[src/rtl/sixteen_bit_serial_skip_subtractor_if.sv]
// sixteen_bit_serial_skip_subtractor_if: start/operand/result bundle for the serial skip subtractor
//   inp_start, inp_A, inp_B, inp_bin             : request and operands (master -> slave)
//   out_D, out_bout, out_busy, out_done,
//   out_skip_count                               : results and status (slave -> master)
interface sixteen_bit_serial_skip_subtractor_if;
    logic        inp_start;
    logic [15:0] inp_A;
    logic [15:0] inp_B;
    logic        inp_bin;
    logic [15:0] out_D;
    logic        out_bout;
    logic        out_busy;
    logic        out_done;
    logic [2:0]  out_skip_count;
    modport master (
        output inp_start, inp_A, inp_B, inp_bin,
        input  out_D, out_bout, out_busy, out_done, out_skip_count
    );
    modport slave (
        input  inp_start, inp_A, inp_B, inp_bin,
        output out_D, out_bout, out_busy, out_done, out_skip_count
    );
endinterface

[src/rtl/sixteen_bit_serial_skip_subtractor.sv]
// sixteen_bit_serial_skip_subtractor: A - B - bin, one 4-bit carry-skip group per cycle
//   inp_clk    : clock, rising edge
//   inp_rst_n  : asynchronous active-low reset
//   bus        : slave side of the start/operand/result bundle
module sixteen_bit_serial_skip_subtractor (
    input logic                                  inp_clk,
    input logic                                  inp_rst_n,
    sixteen_bit_serial_skip_subtractor_if.slave  bus
);
    typedef enum logic [1:0] {IDLE, CALC, DONE} state_t;
    state_t      state, state_nxt;
    logic [15:0] a_q, b_q;
    logic [11:0] acc_q;
    logic        carry_q;
    logic [1:0]  grp_q;
    logic [2:0]  skip_q;
    logic        accept, last;
    logic [3:0]  a_nib, nb_nib, prop;
    logic [4:0]  sum;
    logic        skip, cout;
    assign accept = bus.inp_start && state != CALC;
    assign last   = state == CALC && grp_q == 2'd3;
    always_comb begin
        state_nxt = state;
        state_nxt = accept ? CALC : state == CALC ? (last ? DONE : CALC) : IDLE;
    end
    always_ff @(posedge inp_clk or negedge inp_rst_n) begin
        if (!inp_rst_n) state <= IDLE;
        else            state <= state_nxt;
    end
    // Operands shift right so the active group always sits in the low nibble.
    assign a_nib  = a_q[3:0];
    assign nb_nib = ~b_q[3:0];
    assign prop   = a_nib ^ nb_nib;
    assign sum    = {1'b0, a_nib} + {1'b0, nb_nib} + {4'b0, carry_q};
    assign skip   = &prop;
    // A fully propagating group passes its carry-in straight through.
    assign cout   = skip ? carry_q : sum[4];
    always_ff @(posedge inp_clk or negedge inp_rst_n) begin
        if (!inp_rst_n) begin
            a_q                <= '0;
            b_q                <= '0;
            acc_q              <= '0;
            carry_q            <= 1'b0;
            grp_q              <= '0;
            skip_q             <= '0;
            bus.out_D          <= '0;
            bus.out_bout       <= 1'b0;
            bus.out_skip_count <= '0;
        end else if (accept) begin
            a_q     <= bus.inp_A;
            b_q     <= bus.inp_B;
            acc_q   <= '0;
            carry_q <= ~bus.inp_bin;
            grp_q   <= '0;
            skip_q  <= '0;
        end else if (state == CALC) begin
            a_q     <= a_q >> 4;
            b_q     <= b_q >> 4;
            acc_q   <= {sum[3:0], acc_q[11:4]};
            carry_q <= cout;
            grp_q   <= grp_q + 2'd1;
            skip_q  <= skip_q + {2'b0, skip};
            if (last) begin
                bus.out_D          <= {sum[3:0], acc_q};
                bus.out_bout       <= ~cout;
                bus.out_skip_count <= skip_q + {2'b0, skip};
            end
        end
    end
    assign bus.out_busy = state == CALC;
    assign bus.out_done = state == DONE;
endmodule

[src/flat_wrapper.sv]
// flat-port wrapper written by rule: the top's interface ports become plain ports
module sixteen_bit_serial_skip_subtractor_flat 
  (inp_clk, inp_rst_n, bus_inp_start, bus_inp_A, bus_inp_B, bus_inp_bin, bus_out_D, bus_out_bout, bus_out_busy, bus_out_done, bus_out_skip_count);
  sixteen_bit_serial_skip_subtractor_if bus_i ();
  input logic inp_clk;
  input logic inp_rst_n;
  input wire logic [$bits(bus_i.inp_start)-1:0] bus_inp_start;
  input wire logic [$bits(bus_i.inp_A)-1:0] bus_inp_A;
  input wire logic [$bits(bus_i.inp_B)-1:0] bus_inp_B;
  input wire logic [$bits(bus_i.inp_bin)-1:0] bus_inp_bin;
  output wire logic [$bits(bus_i.out_D)-1:0] bus_out_D;
  output wire logic [$bits(bus_i.out_bout)-1:0] bus_out_bout;
  output wire logic [$bits(bus_i.out_busy)-1:0] bus_out_busy;
  output wire logic [$bits(bus_i.out_done)-1:0] bus_out_done;
  output wire logic [$bits(bus_i.out_skip_count)-1:0] bus_out_skip_count;
  assign bus_i.inp_start = bus_inp_start;
  assign bus_i.inp_A = bus_inp_A;
  assign bus_i.inp_B = bus_inp_B;
  assign bus_i.inp_bin = bus_inp_bin;
  assign bus_out_D = bus_i.out_D;
  assign bus_out_bout = bus_i.out_bout;
  assign bus_out_busy = bus_i.out_busy;
  assign bus_out_done = bus_i.out_done;
  assign bus_out_skip_count = bus_i.out_skip_count;
  sixteen_bit_serial_skip_subtractor u_core (.inp_clk(inp_clk), .inp_rst_n(inp_rst_n), .bus(bus_i));
endmodule
[config.mk]
export PLATFORM = sky130hd
export DESIGN_NAME = sixteen_bit_serial_skip_subtractor_flat
export DESIGN_NICKNAME = d
export VERILOG_FILES = /design/src/rtl/sixteen_bit_serial_skip_subtractor_if.sv /design/src/rtl/sixteen_bit_serial_skip_subtractor.sv /design/src/flat_wrapper.sv
export SDC_FILE = /design/constraint.sdc
export NUM_CORES = 1
export LEC_CHECK = 0
export ABC_AREA = 1
export BUFFER_PORTS_ARGS = -buffer_cell sky130_fd_sc_hd__buf_4
export CAP_MARGIN = 0
export CORE_UTILIZATION = 40
export CTS_CLUSTER_DIAMETER = 150
export DETAILED_ROUTE_END_ITERATION = 16
export PLACE_DENSITY_LB_ADDON = 0.08
export SLEW_MARGIN = 20
export SYNTH_ARGS = -nofsm -noshare
export SYNTH_HDL_FRONTEND = slang
export SYNTH_SLANG_ARGS = --single-unit
export TNS_END_PERCENT = 100
[constraint.sdc]
create_clock -name inp_clk -period 1.6 [get_ports inp_clk]
set_clock_uncertainty 0.1 [all_clocks]
set_input_delay 0.08 -clock inp_clk [delete_from_list [all_inputs] [get_ports inp_clk]]
set_output_delay 0.08 -clock inp_clk [all_outputs]
set_load 0.03 [all_outputs]
==> flow_summary.json <==
{
  "insertion_delay_ps": 320,
  "crit_chain": "inv_2 > fa_2 > inv_2 > fa_2 > inv_2 > o22ai_1",
  "overflow": 0,
  "worstPathArrival_ps": 1770,
  "die_h_um": 90.2,
  "crit_family": "adder cells",
  "syn_inst": 314,
  "synth_seq_cells": 72,
  "slowest_stage": "fa_2",
  "setup_ws_ps": -56.3,
  "min_period_over_period": 1.04,
  "die_w_um": 90.2,
  "drv_cap": 0,
  "critical_path_required_ps": 1710,
  "cts_tree": "built",
  "worstSetupStartpointType": "flop",
  "cts.path.max_buffers": 2,
  "max_freq_mhz": 604,
  "synthesis.nets": 359,
  "violations": "negative setup slack",
  "drv_slew": 0,
  "hold_viol": 0,
  "path_class": "reg -> reg",
  "firstDrtPassIters": 4,
  "gr-usage-all-layers": 0.181,
  "synth_warnings": 0,
  "cts_sinks": 72,
  "antenna_found_initial": 0,
  "area_growth_pct": 43.6,
  "syn_area_mm2": 0.00311,
  "clockRootBuffer": "clkbuf_8",
  "synth.avg_cell_area_um2": 9.91,
  "rrSetupSlack_ps": -60,
  "r2r_end": "u_core.acc_q[9]",
  "path_buf_inv": 3,
  "htree_num_levels": 3,
  "nets": 473,
  "layout.cells.non_filler": 529,
  "pre_cts_slack_ps": -121,
  "regArea_mm2": 0.00180,
  "core_mm2": 0.00737,
  "vdd_drop_max_mv": 0.745,
  "slowest_delay_ps": 430,
  "drt_wl_total_um": 6760,
  "endpoint_kind": "flop",
  "io_pins": 58,
  "core.rowCount": 31,
  "start_util": 0.422,
  "nFillCells": 646,
  "routed_via_density": 4.76,
  "grt_pass1_wl_um": 11800,
  "hpwlAfterDp_um": 4270,
  "port_buffers": 57,
  "wl_per_cell_um": 12.8,
  "vias": 2516,
  "antennaDiodeCount": 0,
  "drtAntennaViolNets": 0,
  "relSlewSlack": 0.746,
  "synth_cell_types": 25,
  "die_area_mm2": 0.00813,
  "reg2regPathDepth": 6,
  "hold_class": "in -> async",
  "gp_congestion": 0.770,
  "crit_top_cell": "inv_2",
  "rsz0062_at_grt": "yes",
  "setup_violations": 10,
  "p_leak_uw": 0.00215,
  "post_route_cells_drive_above_1_share": 0.330,
  "finalCriticalPeriod_ps": 1660,
  "tightest_slew_ps": 381,
  "yosysSeqAreaShare": 0.579,
  "dp.cells": 472,
  "drt-initial-drc-count": 112,
  "power_density_mw_per_mm2": 1960,
  "first_global_vias": 2447,
  "path_clk_slew_ps": 70,
  "outcome": "complete, but fails checks",
  "drc": 0,
  "crit_fanout": 2,
  "multi_input_area_mm2": 0.00117,
  "cts_buffers": 9,
  "grt_max_degree": 73
}
-- layout by cell type, fill, tap and decap left out, types with 5 or more instances in the layout --
master and count:
o21ai_0 7, inv_2 11, nand2_2 5, nand2_1 79, dlygate4sd3_1 35, clkbuf_8 10, o221ai_1 12, buf_4 80
o211ai_1 8, o21ai_1 7, dfrtp_1 72, o22ai_1 11, o21ai_2 14, nand3_1 8, inv_1 35
-- what timing repair did --
action                                  CTS  global route
endpoints found under the setup margin   13            14
resized for setup                        13            11
pin swaps                                 7             5
setup buffers                             8             2
hold endpoints to repair                105             0
hold buffers                             35             0
-- cell type report --
class / count / area share
flip-flops and latches: 72 / 0.403
multi-input cells: 180 / 0.263
repair buffers: 118 / 0.226
inverters: 47 / 0.0403
clock buffers: 12 / 0.0325
well taps: 99 / 0.0277
clock inverters: 1 / 0.00672
-- flip-flops by register name, summed over array words and instances, names as in the netlist, named ones only --
signal / flops
u_core.a_q: 16
u_core.acc_q: 12
u_core.b_q: 16
u_core.bus.out_D: 16
u_core.bus.out_bout: 1
u_core.bus.out_skip_count: 3
u_core.grp_q: 2
u_core.skip_q: 3
u_core.state: 2
-- cell usage after synthesis --
cell      count  share of area
a21oi_1       2         0.0032
a22o_1        4          0.011
buf_1         2         0.0024
buf_2         9          0.014
buf_4         1         0.0024
buf_6         3          0.011
dfrtp_1      72           0.58
fa_1          2          0.013
ha_1          7          0.028
inv_1        44          0.053
inv_2         3         0.0036
nand2_1      82          0.099
nand2_2       2         0.0040
nand2_4       1         0.0036
nand3_1      12          0.019
nor2_1        5         0.0060
nor2_8        1         0.0064
o211ai_1      8          0.019
o21ai_0      10          0.016
o21ai_1       8          0.013
o21ai_2      10          0.028
o221ai_1     12          0.034
o22ai_1      11          0.022
or2_2         1         0.0020
xnor2_1       2         0.0056
-- metal layers --
layer / global-route usage / routed length [um] / part of all wire / vias to the layer above
met5: 0 / 0 / 0 / -
met3: 0.0262 / 237 / 0.035 / 7
met2: 0.293 / 3350 / 0.50 / 67
met1: 0.245 / 3090 / 0.46 / 1193
li1: - / - / - / 1249
met4: 0.0726 / 78 / 0.012 / 0
-- cell families after synthesis --
| kind of cell | Yosys count | share of synthesized area |
|---|---|---|
| AO/OA/AOI/OAI | 65 | 0.147 |
| XOR/XNOR | 2 | 0.00563 |
| adder cells (fa/ha/maj) | 9 | 0.0410 |
| buffers and inverters | 62 | 0.0869 |
| flip-flops | 72 | 0.579 |
| AND/OR/NAND/NOR | 104 | 0.140 |
-- power breakdown --
part	internal, uW	leakage (uW)	total [uW]	switching [uW]
Clock	740	0.0000884	1330	595
Combinational	1900	0.00113	4510	2610
Sequential	2560	0.000932	2890	331
-- worst max-delay path by stage --
stage / from / end / slack (ps) / cells past startpoint
2_1_floorplan: u_core.a_q[1] / u_core.skip_q[2] / -20 / 7
3_3_place_gp: u_core.a_q[0] / flop / -80 / 10
3_5_place_dp: u_core.a_q[0] / flop / -120 / 10
4_1_cts: flop / u_core.bus.out_bout / -60 / 9
5_1_grt: u_core.b_q[0] / u_core.skip_q[2] / -130 / 8
6_report: flop / u_core.acc_q[9] / -60 / 6
-- worst reg2reg max path, stage by stage (launching register included) --
cell,delay [ps]
dfrtp_1,360
inv_2,50
fa_2,380
inv_2,80
fa_2,430
inv_2,70
o22ai_1,70
-- through the flow --
step                      area [um^2]  hold slack, ps  TNS [ps]  power, uW   util
after CTS                        4410             221      -264       8620  0.598
after detailed placement         3790            25.8      -732       6890  0.514
final                            4470             209      -328       8730  0.606
after floorplan                  3160            -316     -36.8       5630      -
after global routing             4470             237     -1070       9410  0.606
after global placement           3790            28.0      -378       6830  0.514
No activity file was read; power rests on OpenSTA's default activity.
